File: src/rtl/flash_read_sequencer.sv
// flash_read_sequencer: single-word read sequencer for an asynchronous parallel
// NOR flash, with a one-entry last-word cache in front of it.
// A read miss runs SETUP -> ACCESS -> RECOVER -> RESP.
// A cache hit goes straight to RESP.
module flash_read_sequencer #(
    parameter int ACCESS_CYCLES   = 128,
    parameter int RECOVERY_CYCLES = 2
) (
    input  logic        SIM_CLK,
    input  logic        SIM_RST,
    input  logic        req_valid,
    input  logic [16:0] req_addr,
    output logic        req_ready,
    output logic        rsp_valid,
    output logic [15:0] rsp_data,
    input  logic        rsp_ready,
    input  logic        flush,
    output logic        CE_n,
    output logic        OE_n,
    output logic        WE_n,
    output logic [16:0] A,
    input  logic [15:0] DQ,
    output logic        busy
);

    typedef enum logic [2:0] {IDLE, SETUP, ACCESS, RECOVER, RESP} state_t;

    localparam logic [7:0] ACCESS_LOAD   = 8'(ACCESS_CYCLES - 1);
    localparam logic [7:0] RECOVERY_LOAD = 8'(RECOVERY_CYCLES - 1);

    state_t      state_reg;
    state_t      state_next;
    logic [7:0]  cnt_reg;
    logic        ce_n_reg;
    logic        oe_n_reg;
    logic [16:0] a_reg;
    logic [15:0] rsp_data_reg;
    logic        cache_valid_reg;
    logic [16:0] cache_addr_reg;
    logic [15:0] cache_data_reg;
    logic        ready_en_reg;

    logic        accept;
    logic        hit;
    logic        cnt_zero;

    // ready_en_reg delays req_ready until the first clock edge after reset is released.
    assign req_ready = (state_reg == IDLE) && !flush && SIM_RST && ready_en_reg;
    assign accept    = req_valid && req_ready;
    assign hit       = cache_valid_reg && (req_addr == cache_addr_reg);
    assign cnt_zero  = (cnt_reg == 8'd0);

    assign rsp_valid = (state_reg == RESP);
    assign rsp_data  = rsp_data_reg;
    assign busy      = (state_reg != IDLE);
    assign CE_n      = ce_n_reg;
    assign OE_n      = oe_n_reg;
    assign WE_n      = 1'b1;
    assign A         = a_reg;

    // Next-state logic for the read sequence.
    always_comb begin
        state_next = state_reg;
        case (state_reg)
            IDLE:    if (accept) state_next = hit ? RESP : SETUP;
            SETUP:   state_next = ACCESS;
            ACCESS:  if (cnt_zero) state_next = RECOVER;
            RECOVER: if (cnt_zero) state_next = RESP;
            RESP:    if (rsp_ready) state_next = IDLE;
            default: state_next = IDLE;
        endcase
    end

    // State register plus the flash strobes.
    // The strobes are computed from state_next, so the pins come straight from flops.
    always_ff @(posedge SIM_CLK) begin
        if (!SIM_RST) begin
            state_reg    <= IDLE;
            ce_n_reg     <= 1'b1;
            oe_n_reg     <= 1'b1;
            ready_en_reg <= 1'b0;
        end else begin
            state_reg    <= state_next;
            ce_n_reg     <= (state_next != ACCESS);
            oe_n_reg     <= (state_next != ACCESS);
            ready_en_reg <= 1'b1;
        end
    end

    // The access counter reloads in SETUP.
    // The recovery counter reloads on the last ACCESS edge.
    // Both counters stop at zero.
    always_ff @(posedge SIM_CLK) begin
        if (!SIM_RST) begin
            cnt_reg <= 8'd0;
        end else begin
            case (state_reg)
                SETUP:   cnt_reg <= ACCESS_LOAD;
                ACCESS:  cnt_reg <= cnt_zero ? RECOVERY_LOAD : cnt_reg - 8'd1;
                RECOVER: if (!cnt_zero) cnt_reg <= cnt_reg - 8'd1;
                default: cnt_reg <= cnt_reg;
            endcase
        end
    end

    // Address latch, response word, and last-word cache.
    // A flush on the capture edge still delivers DQ, but it leaves the cache invalid.
    always_ff @(posedge SIM_CLK) begin
        if (!SIM_RST) begin
            a_reg           <= 17'd0;
            rsp_data_reg    <= 16'd0;
            cache_valid_reg <= 1'b0;
            cache_addr_reg  <= 17'd0;
            cache_data_reg  <= 16'd0;
        end else begin
            if (state_reg == IDLE && accept) begin
                if (hit) begin
                    rsp_data_reg <= cache_data_reg;
                end else begin
                    a_reg <= req_addr;
                end
            end
            if (state_reg == ACCESS && cnt_zero) begin
                rsp_data_reg    <= DQ;
                cache_data_reg  <= DQ;
                cache_addr_reg  <= a_reg;
                cache_valid_reg <= 1'b1;
            end
            if (flush) begin
                cache_valid_reg <= 1'b0;
            end
        end
    end

endmodule
File: config.mk
export PLATFORM = sky130hd
export DESIGN_NAME = flash_read_sequencer
export DESIGN_NICKNAME = d
export VERILOG_FILES = /design/src/rtl/flash_read_sequencer.sv
export SDC_FILE = /design/constraint.sdc
export NUM_CORES = 1
export LEC_CHECK = 0
export BUFFER_PORTS_ARGS = -buffer_cell sky130_fd_sc_hd__buf_4
export CAP_MARGIN = 20
export CORE_MARGIN = 3
export CORE_UTILIZATION = 35
export DETAILED_ROUTE_END_ITERATION = 8
export MAX_ROUTING_LAYER = met4
export SYNTH_ARGS = -nofsm -noshare
export SYNTH_HDL_FRONTEND = slang
export SYNTH_SLANG_ARGS = --single-unit
File: constraint.sdc
create_clock -name SIM_CLK -period 3.15 [get_ports SIM_CLK]
set_input_delay 0.4725 -clock SIM_CLK [delete_from_list [all_inputs] [get_ports SIM_CLK]]
set_output_delay 0.4725 -clock SIM_CLK [all_outputs]
set_load 0.01 [all_outputs]
# Word level (Yosys, flattened, before mapping)
# Cells that the tools add are included.
op_classes:
  add_sub_neg: 1
  bitwise_logic: 2
  eq_ne: 7
  reduce_logical: 18
  mux: 13
op_table:
  columns: ["op", "n"]
  rows:
  - ["2-to-1 mux 16 bit", 3]
  - ["case mux 8 bit (3 select lines)", 1]
  - ["== test 17 bit", 1]
  - ["2-to-1 mux 8 bit", 2]
  - ["2-to-1 mux 3 bit", 5]
  - ["case mux 3 bit (5 select lines)", 1]
  - ["zero test 8 bit", 1]
  - ["subtractor 8 x 1 -> 8 bit, second input constant", 1]
  - ["logical AND 1 bit", 7]
  - ["== test 3 x 2 -> 1 bit, second input constant", 2]
  - ["AND reduction 2 bit", 3]
  - ["nonzero test 3 bit", 2]
  - ["nonzero test 2 bit", 2]
  - ["== test 3 x 1 -> 1 bit, second input constant", 1]
  - ["== test 3 bit, second input constant", 1]
  - ["zero test 3 bit", 1]
  - ["!= test 3 x 2 -> 1 bit, second input constant", 1]
  - ["!= test 2 bit, second input constant", 1]
  - ["inverter 1 bit", 2]
  - ["OR reduction 2 bit", 1]
  - ["zero test 1 bit", 1]
  - ["2-to-1 mux 1 bit", 1]
totals:
  register_bits: 80
  inputBits: 38
  wordCells: 50

# Logic depth before layout (Yosys ltp)
# Gate-level depths: netlist (run 1).
logic_depth:
  depth_word: 8
  depth_mapped: 9
  depth_no_buf: 7

# Worst setup path before layout (run 1)
# OpenSTA, ideal clock, no wires.
synth_path:
  path_type: "reg2reg"
  startpoint: "register cnt_reg[0]"
  endpoint: "register rsp_data_reg[10], in the netlist rsp_data[10]"
  path_stages_with_launch: 9
  required_time_ps: 3029
  setup_time_ps: 121
  slack_ps: 1304
  arrival_ps: 1724
  period_less_slack_ps: 1846
  cell_sequence: "dfxtp_1 -> inv_1 -> ha_1 -> nor3b_1 -> and3_1 -> buf_4 -> a21oi_4 -> buf_6 -> mux2_4"
synth_between:
  elab_chain_cells: 4
synth_rtl:
  columns: ["item", "line", "rtl"]
  rows:
  - ["start: declaration", "33", "logic [7:0] cnt_reg;"]
  - ["start signal: assignment", "99", "ACCESS: cnt_reg <= cnt_zero ? RECOVERY_LOAD : cnt_reg - 8'd1;"]
  - ["start signal: assignment", "100", "RECOVER: if (!cnt_zero) cnt_reg <= cnt_reg - 8'd1;"]
  - ["start signal: assignment", "101", "default: cnt_reg <= cnt_reg;"]
  - ["zero test 8 bit *", "51", "assign cnt_zero = (cnt_reg == 8'd0);"]
  - ["logical AND 1 bit *", "123", "if (state_reg == ACCESS && cnt_zero) begin"]
  - ["nonzero test 2 bit (no source line)", null, null]
  - ["AND reduction 2 bit (no source line)", null, null]
  - ["end signal: assignment", "118", "rsp_data_reg <= cache_data_reg;"]
  - ["end: declaration", "37", "logic [15:0] rsp_data_reg;"]
# Every way passes the cells marked *; elsewhere a longest branch is shown, timed or not.
# A chain may end at the register's enable or synchronous reset.

# Final worst setup path (run 1)
layout_path:
  startpoint: "register cnt_reg[0]"
  endpoint: "register rsp_data_reg[0], in the netlist rsp_data[0]"
# The elaborated chain is that of the path after synthesis.

==> results of run 1 <==
## where the power goes
group          internal [mW]  switching [mW]  leakage, nW
Combinational          0.106           0.118         1.13
Sequential              1.03          0.0208        0.647
Clock                  0.387           0.359       0.0993
Total                   1.53           0.498         1.87
## worst max-delay path, cell delays in order, from the launching register on
cell     delay [ns]
dfxtp_1        0.34
inv_1          0.08
ha_1           0.24
nor3b_1        0.18
and3_1         0.20
a21oi_4        0.56
mux2_2         0.40
## worst max path at each step
stage / from / end / cells after the start
finish: cnt_reg[0] / rsp_data[0] / 6
global route: cnt_reg[0] / cnt_reg[3] / 7
CTS: cnt_reg[0] / rsp_data[0] / 6
detailed placement: SIM_RST / rsp_data[12] / 6
global placement: SIM_RST / rsp_data[2] / 6
floorplan: cnt_reg[0] / rsp_data[10] / 8
## layer usage
layer  wire length [um]  up-vias
met2               3820       51
met5                  0        -
met4                110        0
met1               3510     1270
li1                   -     1397
met3                263        8
## area by class of cell
| type | instances | area, sq um |
|---|---|---|
| clock buffer | 11 | 141 |
| clock inverter | 5 | 56.3 |
| fill | 948 | 5090 |
| inverter | 20 | 75.1 |
| multi-input combinational | 259 | 1630 |
| sequential | 80 | 1600 |
| tap | 129 | 161 |
| timing repair buffer | 82 | 616 |
## cells by family (layout without fill, tap and decap cells)
kind of cell / Yosys count / in the layout / synth area share
mux: 33 / 33 / 0.113
other cells: 1 / 1 / 0.00109
flops: 80 / 80 / 0.466
fa+ha+maj: 1 / 1 / 0.00364
xor+xnor: 19 / 19 / 0.0484
buf+inv: 42 / 118 / 0.0604
compound gates: 58 / 58 / 0.100
simple gates: 147 / 147 / 0.207
## cell usage after synthesis, types with 3 or more instances
master	count	area (sq um)
dfxtp_1	80	1600
xnor2_1	18	158
a311oi_1	4	35.0
buf_4	8	60.1
mux2_2	6	67.6
and2_1	18	113
nor3_4	3	48.8
clkbuf_1	8	30.0
nand2_1	92	345
inv_1	19	71.3
buf_2	4	20.0
nor3b_1	3	22.5
nand2b_1	5	31.3
a21oi_1	41	205
mux2i_1	17	170
nor3_1	3	15.0
mux2_4	10	150
nand4_1	4	25.0
nor2_1	6	22.5
nand3_1	3	15.0
## through the flow
stage               hold WS (ns)  utilization  setup WS, ns  instance area, sq um
CTS                        0.369        0.457          1.02                  4280
global route               0.371        0.457         0.780                  4280
floorplan                  0.437            -          1.30                  3440
detailed placement         0.449        0.436         0.870                  4080
global placement           0.444        0.436         0.894                  4080
finish                     0.386        0.457          1.03                  4280
## cell usage in the layout, fill, tap and decap left out, types with 2 or more instances in the layout
cell / count
buf_4: 82
nor3b_1: 3
xnor2_1: 18
a21oi_1: 41
a311oi_1: 4
nor2b_1: 2
clkinv_2: 2
nand4_1: 4
o21a_1: 2
nand3_1: 3
clkbuf_8: 10
dfxtp_1: 80
and2_1: 18
mux2i_1: 17
mux2_4: 10
nor3_1: 3
inv_1: 19
nor2_1: 6
nand2b_1: 5
nand2_1: 92
mux2_2: 6
o21ai_0: 2
nor3_4: 3
and3_1: 2
==> reports/metrics.cfg, run 1 <==
[run_status]
status = complete, no violations

[timing]
max_freq_mhz = 473
maxSlewHeadroom = 0.446
period_minus_slack_ns = 2.12
rsz0062_at_grt = false
tns_ns = 0
finalClockSkew_ns = 0.00730
worstMarginPinSlew_ns = 0.830
maxSlewViolCount = 0
hold_viol = 0
min_period_over_period = 0.672
setup_viol = 0

[layout]
area_delta_synth_final_pct = 24.5
final_cell_count_no_fill = 586
diodes = 0
drive_above_1_share = 0.260
fin_nets = 491

[clock_network]
clockBufferDepth = 2
clkTransAtPathRegs_ns = 0.08
root_buffer = clkbuf_8
post_cts_resized = 0
hold_buffers = 0
cts_buffers = 9
ctsHtreeMaxLevel = 3
cts_setup_buffers = 0
clock-sinks = 80
clk_latency_ns = 0.34
cts_tree = yes

[yosys]
synth_cell_type_count = 44
synthFlopType = dfxtp_1
synth-seq-area-share = 0.466
syn_inst = 381
synth_edf_count = 0
ys.warnings.count = 0
synth_async_sr_flop_share = 0
syn_area_sq_mm = 0.00344
syn_area_per_cell_sq_um = 9.02
syn_nets = 420
ys_ff_latch = 80

[grt]
use_met1 = 0.182
grt-ovfl-total = 0
met3_usage = 0.0358
grt_max_degree = 43
busiest_layer = met2
grt_pass1_vias = 2696
globalRouteTotalUtil = 0.151
grt.met2_usage = 0.250
grt_pass1_wl_um = 13100
antenna_found_initial = 0

[setup_path]
r2r_slack_ns = 1.03
rr_startpoint = cnt_reg[0]
critPathKind = flop to flop
start_kind = flop
arrival_ns = 2.34
endpoint_kind = flop
worstPathMaxFanout = 16
rr_endpoint = rsp_data[0]
reg2regPathDepth = 6
required_ns = 3.38

[place]
place.gp.congestion = 0.764
hpwlAfterDp_um = 5460
port_buffers = 75
place_inst = 570

[floorplanning]
row_count = 35
core_sq_mm = 0.00937
dieWidth_um = 105
start_util = 0.367
chipHeight_um = 105
ios = 77
dieArea_sq_mm = 0.0110

[pwr]
p_per_area_mw_per_mm2 = 473
p_leak_nw = 1.87
vdd_ir_drop_max_mv = 0.227
total_power_mw = 2.02

[route]
route.detailed.drc = 0
finalWirelength_um = 7700
dr.pass1.iters = 4
post_drt_wl_per_cell_um = 13.1
drt-initial-drc-count = 78
via_per_inst = 4.65
vias = 2726
ant_nets = 0

[flow_run]
cap_violations = 0

[worst_hold_path]
min_from = req_addr[5]
min_path_type = input port to flop
whs_path_depth = 3
whs_endpoint = A[5]

Note: power is estimated with default switching activity, not from simulation.
==> run 2: changes to the inputs <==
==> constraint.sdc (replaced) <==
create_clock -name SIM_CLK -period 2.2 [get_ports SIM_CLK]
set_input_delay 0.33 -clock SIM_CLK [delete_from_list [all_inputs] [get_ports SIM_CLK]]
set_output_delay 0.33 -clock SIM_CLK [all_outputs]
set_load 0.01 [all_outputs]
==> reports/metrics.cfg, run 2 (synthesized netlist as in run 1, its figures left out) <==
[layout]
final_cell_count_no_fill = 592  ; was 586
drive_above_1_share = 0.274  ; was 0.260
area_delta_synth_final_pct = 25.7  ; was 24.5%
fin_nets = 497  ; was 491
diodes = 0  ; unchanged
final_cell_mix = 92 x nand2_1, 87 x buf_4, 80 x dfxtp_1  ; was 92 x nand2_1, 82 x buf_4, 80 x dfxtp_1
mostFrequentLayoutCell = nand2_1  ; unchanged

[timing]
maxSlewViolCount = 0  ; unchanged
worst_slack_ns = 0.212  ; was 1.03 ns
rsz0062_at_grt = false  ; unchanged
hold_viol = 0  ; unchanged
period_minus_slack_ns = 1.99  ; was 2.12 ns
finalClockSkew_ns = 0.00926  ; was 0.00730 ns
tns_ns = 0  ; unchanged
min_period_over_period = 0.904  ; was 0.672
max_freq_mhz = 503  ; was 473 MHz
setup_viol = 0  ; unchanged

[clock_network]
ctsHtreeMaxLevel = 3  ; unchanged
clkTransAtPathRegs_ns = 0.08  ; about the same
cts_buffers = 9  ; unchanged
clock-sinks = 80  ; unchanged
clk_latency_ns = 0.34  ; about the same
hold_buffers = 0  ; unchanged
cts_tree = yes  ; unchanged
root_buffer = clkbuf_8  ; unchanged
clockBufferDepth = 2  ; unchanged

[pwr]
p_leak_nw = 1.89  ; was 1.87 nW
vdd_ir_drop_max_mv = 0.339  ; was 0.227 mV
p_per_area_mw_per_mm2 = 650  ; was 473 mW/mm^2

[floorplanning]
start_util = 0.367  ; unchanged
dieWidth_um = 105  ; unchanged
chipHeight_um = 105  ; unchanged
dieArea_sq_mm = 0.0110  ; unchanged
ios = 77  ; unchanged
row_count = 35  ; unchanged
core_sq_mm = 0.00937  ; unchanged

[setup_path]
start_kind = flop  ; unchanged
timing.critical_path.slowest_stage_cell = dfxtp_1  ; was a21oi_4
worst-path-buf-inv = 2  ; was 1
arrival_ns = 2.28  ; was 2.34 ns
endpoint_kind = flop  ; unchanged
max_stage_delay_ns = 0.32  ; was 0.56 ns
worstPathMaxFanout = 35  ; was 16
required_ns = 2.50  ; was 3.38 ns
critical_path.top_delay_family = simple AND/OR/NAND/NOR gates  ; was compound AO/OA/AOI/OAI gates
r2r_slack_ns = 0.21  ; was 1.03 ns
critPathKind = flop to flop  ; unchanged
cp_cell_sequence = inv_1, ha_1, nor3b_2, and3_1, clkbuf_8, nand2_1, a21oi_1, mux2_4  ; was inv_1, ha_1, nor3b_1, and3_1, a21oi_4, mux2_2

[worst_hold_path]
min_path_type = input port to flop  ; unchanged

[flow_run]
cap_violations = 0  ; unchanged

[grt]
grt-ovfl-total = 0  ; unchanged
grt_max_degree = 42  ; was 43
antenna_found_initial = 0  ; unchanged
grt_pass1_vias = 2718  ; was 2696
globalRouteTotalUtil = 0.145  ; was 0.151
grt_pass1_wl_um = 12600  ; was 13100 um

[place]
place_inst = 574  ; was 570
port_buffers = 75  ; unchanged
dp_slack_ns = 0.0526  ; was 0.870 ns
hpwlAfterDp_um = 5380  ; was 5460 um
place.gp.congestion = 0.781  ; was 0.764

[route]
drt-initial-drc-count = 73  ; was 78
vias = 2778  ; was 2726
route.detailed.drc = 0  ; unchanged
via_per_inst = 4.69  ; was 4.65
finalWirelength_um = 7750  ; was 7700 um
post_drt_wl_per_cell_um = 13.1  ; about the same
dr.pass1.iters = 4  ; unchanged
ant_nets = 0  ; unchanged

[run_status]
status = complete, no violations  ; unchanged

run 2: tightest hold or removal path: stages:
cell and delay [ns]:
buf_4 0.12, inv_1 0.04, mux2i_1 0.05
run 2: what timing repair did:
action,4_1_cts,5_1_grt
gates resized for setup,0,4
buffers inserted,0,2
endpoints found under the setup margin,0,31
run 2: worst paths after layout:
| kind | startpoint | endpoint | cells after the start |
|---|---|---|---|
| max | cnt_reg[0] | rsp_data[13] | 8 |
| min reg2reg | cache_data_reg[4] | cache_data_reg[4] | 2 |
| max reg2reg | cnt_reg[0] | rsp_data[13] | 8 |
| min | req_addr[3] | A[3] | 3 |
run 2: per-stage QoR:
stage                     utilization  hold slack (ns)  instance area, sq um  power [mW]
after floorplan                     -            0.358                  3440        1.74
final                           0.461            0.241                  4320        2.81
after CTS                       0.457            0.224                  4290        2.83
after global placement          0.439            0.443                  4110        1.87
after detailed placement        0.439            0.452                  4110        1.88
after global routing            0.461            0.223                  4320        2.94
run 2: report_power, final:
group	switching, mW	internal (mW)
Clock	0.521	0.437
Combinational	0.174	0.164
Sequential	0.0296	1.48
Total	0.724	2.08
run 2: final cells by class:
class	count	area, sq um
clock inverters	5	32.5
flip-flops and latches	80	1600
inverters	20	75.1
clock buffers	11	141
multi-input cells	259	1640
repair buffers	88	667
well taps	129	161
fillers	957	5050
run 2: layer usage:
layer	GRT usage	wire, um
met2	0.244	3940
met5	-	0
met4	0.0450	93
met3	0.0346	316
met1	0.171	3400
